<file path="src/rtl/bist_response_compactor.sv">
// -----------------------------------------------------------------------------
// bist_response_compactor
//
// Purpose:
//    Response side of a built-in self-test loop. Each cycle the circuit under
//    test presents an output vector on D. Every vector qualified by VLD is
//    folded into a multiple-input signature register (MISR). When NPAT vectors
//    have been taken, the signature is compared once against GOLD, and the
//    verdict is reported on PASS while DONE is high.
//
// Ports:
//    CK     in   1   clock, rising edge
//    RST    in   1   asynchronous active-high reset
//    START  in   1   begin a run (honoured in IDLE or DONE only)
//    ABORT  in   1   cancel any activity and return to IDLE (highest priority)
//    NPAT   in   CW  number of response vectors to compact (sampled on START)
//    GOLD   in   W   expected signature (sampled in the compare cycle)
//    VLD    in   1   D carries a valid response this cycle
//    D      in   W   response vector from the circuit under test
//    BUSY   out  1   high while a run or the compare cycle is in progress
//    DONE   out  1   high in the DONE state
//    PASS   out  1   signature matched GOLD (meaningful while DONE=1)
//    SIG    out  W   current signature register
//    CNT    out  CW  vectors compacted so far in this run
//
// Every output is either a register or a decode of the state register, so
// D and VLD have no combinational path to the outputs.
// -----------------------------------------------------------------------------
module bist_response_compactor #(
   parameter int           W    = 6,
   parameter logic [W-1:0] POLY = 6'h03,
   parameter logic [W-1:0] SEED = '0,
   parameter int           CW   = 16
) (
   input  logic          CK,
   input  logic          RST,
   input  logic          START,
   input  logic          ABORT,
   input  logic [CW-1:0] NPAT,
   input  logic [W-1:0]  GOLD,
   input  logic          VLD,
   input  logic [W-1:0]  D,
   output logic          BUSY,
   output logic          DONE,
   output logic          PASS,
   output logic [W-1:0]  SIG,
   output logic [CW-1:0] CNT
);

   typedef enum logic [1:0] {
      ST_IDLE = 2'd0,
      ST_RUN  = 2'd1,
      ST_CMP  = 2'd2,
      ST_DONE = 2'd3
   } state_t;

   state_t        state_q, state_d;
   logic [W-1:0]  sig_q,   sig_d;
   logic [CW-1:0] cnt_q,   cnt_d;
   logic [CW-1:0] npat_q,  npat_d;
   logic          pass_q,  pass_d;

   // --------------------------------------------------------------------------
   // MISR step: shift left by one, fold the bit shifted out back in through
   // the feedback polynomial (x^W implicit), then XOR the incoming response.
   // Built bit by bit so each tap is an explicit two- or three-input XOR.
   // --------------------------------------------------------------------------
   logic [W-1:0] misr_next;
   logic         fb;

   assign fb = sig_q[W-1];

   genvar gi;
   generate
      for (gi = 0; gi < W; gi = gi + 1) begin : g_misr
         if (gi == 0) begin : g_lsb
            // Bit 0 has no lower neighbour to shift in from.
            assign misr_next[gi] = (fb & POLY[gi]) ^ D[gi];
         end else begin : g_upper
            assign misr_next[gi] = sig_q[gi-1] ^ (fb & POLY[gi]) ^ D[gi];
         end
      end
   endgenerate

   // Final vector of the run: the counter is one short of the latched target.
   // Only meaningful in RUN, where the latched target is always at least one.
   logic last_vec;
   assign last_vec = (cnt_q == (npat_q - CW'(1)));

   // --------------------------------------------------------------------------
   // State register and datapath registers
   // --------------------------------------------------------------------------
   always_ff @(posedge CK or posedge RST) begin
      if (RST) begin
         state_q <= ST_IDLE;
         sig_q   <= SEED;
         cnt_q   <= '0;
         npat_q  <= '0;
         pass_q  <= 1'b0;
      end else begin
         state_q <= state_d;
         sig_q   <= sig_d;
         cnt_q   <= cnt_d;
         npat_q  <= npat_d;
         pass_q  <= pass_d;
      end
   end

   // --------------------------------------------------------------------------
   // Next-state and datapath control
   // --------------------------------------------------------------------------
   always_comb begin
      state_d = state_q;
      sig_d   = sig_q;
      cnt_d   = cnt_q;
      npat_d  = npat_q;
      pass_d  = pass_q;

      if (ABORT) begin
         // Abandon the run but keep SIG/CNT visible for post-mortem inspection.
         state_d = ST_IDLE;
         pass_d  = 1'b0;
      end else begin
         case (state_q)
            ST_IDLE, ST_DONE: begin
               if (START) begin
                  sig_d  = SEED;
                  cnt_d  = '0;
                  npat_d = NPAT;
                  pass_d = 1'b0;
                  // An empty run has nothing to compact; compare the seed.
                  state_d = (NPAT == '0) ? ST_CMP : ST_RUN;
               end
            end

            ST_RUN: begin
               // VLD low is a stall: nothing moves and there is no timeout.
               if (VLD) begin
                  sig_d = misr_next;
                  cnt_d = cnt_q + CW'(1);
                  if (last_vec) begin
                     state_d = ST_CMP;
                  end
               end
            end

            ST_CMP: begin
               // Single compare cycle; VLD/D are deliberately ignored here.
               pass_d  = (sig_q == GOLD);
               state_d = ST_DONE;
            end

            default: begin
               state_d = ST_IDLE;
            end
         endcase
      end
   end

   // --------------------------------------------------------------------------
   // Outputs
   // --------------------------------------------------------------------------
   assign BUSY = (state_q == ST_RUN) || (state_q == ST_CMP);
   assign DONE = (state_q == ST_DONE);
   assign PASS = pass_q;
   assign SIG  = sig_q;
   assign CNT  = cnt_q;

endmodule

</file>
<file path="config.mk">
export PLATFORM = sky130hd
export DESIGN_NAME = bist_response_compactor
export DESIGN_NICKNAME = d
export VERILOG_FILES = /design/src/rtl/bist_response_compactor.sv
export SDC_FILE = /design/constraint.sdc
export NUM_CORES = 1
export LEC_CHECK = 0
export ABC_AREA = 1
export ABC_CLOCK_PERIOD_IN_PS = 1900
export BUFFER_PORTS_ARGS = -buffer_cell sky130_fd_sc_hd__buf_2
export CORE_UTILIZATION = 50
export DETAILED_ROUTE_END_ITERATION = 8
export PLACE_DENSITY = 0.79
export SYNTH_ARGS = -nofsm -noshare
export SYNTH_HDL_FRONTEND = slang
export SYNTH_SLANG_ARGS = --single-unit
</file>
<file path="constraint.sdc">
create_clock -name CK -period 1.9 [get_ports CK]
set_input_delay 0 -clock CK [delete_from_list [all_inputs] [get_ports CK]]
set_output_delay 0 -clock CK [all_outputs]
set_load 0.02 [all_outputs]
</file>
==> metrics.md <==
| Metric | Value |
|---|---|
| Setup Viol. Count Final | `8` |
| # DRC | `0` |
| Gp weighted congestion | `0.9256` |
| CP Max Fanout | `4` |
| Data arrival, critical path | `2.28 ns` |
| CP Buf/Inv Count | `1` |
| Syn_area_per_cell | `7.006 µm²` |
| Initial antenna violation count | `0` |
| CP Launch Type | `register` |
| Post-layout util | `74.72%` |
| Status | `finished with violations` |
| Global route total overflow | `0` |
| DR iter-0 viols | `276` |
| Final net count | `551` |
| Sequential area share after synthesis | `37.84%` |
| Hold Slack | `-0.0003577 ns` |
| Most common cell after layout, fill and taps aside | `nand2_1` |
| Most frequent CP cell | `nand2_4` |
| Worst r2r src | `state_q[0]$_DFFE_PP0P_` |
| Num CTS Buffers | `5` |
| Syn Std Cell Area | `0.002711 mm²` |
| Vias in the first global route | `2,846` |
| Total core area | `0.005172 mm²` |
| Stages on the worst setup path | `14` |
| Slew Viols, Final | `0` |
| Largest net degree at the start of global routing | `42` |
| Post-Syn Nets | `426` |
| Setup crit end | `CNT[13]$_DFFE_PP0P_` |
| I/O pin total | `58` |
| Antenna Cells | `0` |
| Pre-CTS setup slack | `-0.1493 ns` |
| Yosys cell types | `28` |
| First-pass GRT wire length | `12.63 mm` |
| Die height | `75.64 µm` |
| Area Overhead vs Synth | `42.55%` |
| Routed via count | `3,064` |
| Min Tclk post-route | `2.080 ns` |
| Clock sinks | `41` |
| PD cells | `1158 mW/mm²` |
| Setup Skew | `0.008956 ns` |
| Pint | `2.452 mW` |
| Share of layout cells above drive strength 1 | `31.38%` |
| Worst slew margin | `55.95%` |
| Total Wirelength | `8.345 mm` |
| Detail Placement HPWL | `5.672 mm` |
| Clock Tree Buf Depth | `2` |
| Port Buffers | `57` |
| Initial Util | `52.42%` |
| CTS H-tree lvls | `2` |
| Final Hold Viols | `1` |
| Violated checks | `negative hold slack, negative setup slack` |
| Worst-Margin Slew | `0.6547 ns` |
| Type of the most critical hold path | `input port to register` |
| Sum of negative setup slack | `-0.7803 ns` |
| Num rows | `26` |
| Net Sw Power | `2.023 mW` |
| Critical Path RT | `2.10 ns` |
| Total track usage | `29.84%` |
| Reg power frac | `33.0%` |
| Final period util | `109.5%` |
| Final-layout fill cell count | `368` |
| Worst skew pair latency | `0.30 ns` |
| Critical Path, Cell by Cell | `inv_2 -> ha_4 -> nand2_4 -> nand2_4 -> nor3_4 -> nand2_4 -> nor2_4 -> nand2_2 -> nor3_4 -> nand2_2 -> nor2_2 -> nand3_1 -> nand2_1 -> nor2_1` |
| Net Sw Frac | `45.20%` |
| Combinational share of power | `53.6%` |
| Post-DR vias/cell | `5.256` |
| Worst setup path start | `state_q[0]$_DFFE_PP0P_` |
| PnR worst setup slack | `-0.1799 ns` |
| TritonRoute pass-1 iters | `6` |
| Post-route ant nets | `0` |
| Maximum VDD drop | `0.9076 mV` |
| R2R depth | `14` |
| Synth Instances | `387` |
| Slowest-stage cell, CP | `dfrtp_1` |
| RSZ-0062 raised after global routing | `yes` |
| Max-cap viol count | `0` |
| Commonest cells after routing, fill and taps aside | `nand2_1, buf_2, inv_1, buf_4, nor2_1` |
| Reg-to-Reg End | `CNT[13]$_DFFE_PP0P_` |
| CP Capture Type | `register` |
| CTS tree | `yes` |
| Ys Warns | `0` |
| Die X | `75.64 µm` |
| P_leak | `1.993 nW` |
| Clock share of power | `13.4%` |
| Reg2Reg Setup Slack | `-0.18 ns` |
| Max Fclk | `0.4808 GHz` |
| Die footprint | `0.005721 mm²` |
| Top delay family on crit path | `simple AND/OR/NAND/NOR gates` |
| Clock tree root buffer cell | `clkbuf_8` |
| WL per Instance | `14.31 µm` |
| CP max stage delay | `0.42 ns` |
| Number of synthesized register bits | `41` |
| Clock Pin Slew Worst Setup and Hold Paths | `0.09 ns` |
| WS Path Type | `register to register` |
## power groups by stage
| stage | clock [mW] | sequential (mW) | combinational, mW |
|---|---|---|---|
| floorplan | 0 | 1.48 | 1.25 |
| global placement | 0 | 1.44 | 2.03 |
| detailed placement | 0 | 1.45 | 2.08 |
| CTS | 0.605 | 1.44 | 2.17 |
| global route | 0.637 | 1.50 | 2.66 |
| finish | 0.599 | 1.48 | 2.40 |
## cells by family (layout without fill, tap and decap cells)
kind of cell,count (synthesis),in the layout,share of synthesized area (%)
adder cells (fa/ha/maj),6,6,2.769
buffers and inverters,55,181,7.614
XOR/XNOR,20,20,6.461
AND/OR/NAND/NOR,219,219,36.41
flip-flops,41,41,37.84
AO/OA/AOI/OAI,46,46,8.906
## routing by layer
metal	wire length (µm)	global-route usage, %
met1	3302	35.56
met2	4144	52.08
met3	613	5.952
met4	284	13.58
met5	0	0
## state kept, by name, indices dropped and copies added, names as in the netlist
| register | flops |
|---|---|
| CNT | 16 |
| npat_q | 16 |
| SIG | 6 |
| state_q | 2 |
| PASS | 1 |
## through the flow
step / instances / total power, mW / cell area (µm²)
finish: 583 / 4.475 / 3865
global route: 583 / 4.791 / 3865
CTS: 580 / 4.214 / 3720
detailed placement: 546 / 3.531 / 3351
global placement: 546 / 3.464 / 3351
floorplan: 387 / 2.730 / 2726
## cell type report
cell class / instances / area (µm²) / area share (%)
well taps: 70 / 87.58 / 2.266
repair buffers: 121 / 818.3 / 21.17
clock inverters: 3 / 22.52 / 0.5827
flip-flops and latches: 41 / 1027 / 26.58
inverters: 52 / 195.2 / 5.050
multi-input cells: 291 / 1645 / 42.57
clock buffers: 5 / 68.82 / 1.781
## worst min-delay path by stage
stage	startpoint	endpoint	slack, ns	depth (start not counted)
after detailed placement	RST	npat_q[11]$_DFFE_PP0P_	0.17	3
after floorplan	ABORT	PASS$_DFFE_PP0P_	0.07	1
final	D[2]	SIG[2]$_DFFE_PP0P_	-0.0004	3
after global routing	D[2]	SIG[2]$_DFFE_PP0P_	0.02	3
after global placement	RST	npat_q[14]$_DFFE_PP0P_	0.16	3
after CTS	D[2]	SIG[2]$_DFFE_PP0P_	0.02	3
## worst reg2reg max path: stages, from the launching register on
cell and delay, ns:
dfrtp_1 0.42, inv_2 0.09, ha_4 0.21, nand2_4 0.07, nand2_4 0.05, nor3_4 0.30
nand2_4 0.10, nor2_4 0.12, nand2_2 0.09, nor3_4 0.14, nand2_2 0.09, nor2_2 0.12
nand3_1 0.08, nand2_1 0.07, nor2_1 0.04
## Yosys cell counts
library cell	n	area (µm²)
o21bai_1	1	7.510
nand3_1	28	140.1
nand3b_1	3	22.52
nor2_1	51	191.4
a21oi_1	19	95.09
nand2_1	102	382.9
o21ai_0	19	95.09
o22ai_1	4	25.02
nand4_1	5	31.28
ha_1	6	75.07
o2111ai_1	1	8.760
xor2_1	8	70.07
inv_1	51	191.4
nor2_4	1	11.26
inv_2	1	3.750
nand2_4	3	33.78
dfrtp_1	41	1026
o21ai_1	2	10.01
xnor2_1	12	105.1
or2_2	2	12.51
nand2_2	2	12.51
nor3_4	1	16.27
nor3_2	3	30.03
nor2_2	4	25.02
clkbuf_1	3	11.26
or2_0	1	6.260
nor4_1	5	31.28
nor3_1	8	40.04
## timing repair
item,in CTS,in global routing
resized for setup,7,37
endpoints found under the setup margin,7,17
pin swaps,11,14
hold endpoints to repair,61,0
hold buffers,21,0
setup buffers,5,4
Note: power is estimated with default switching activity, not from simulation.
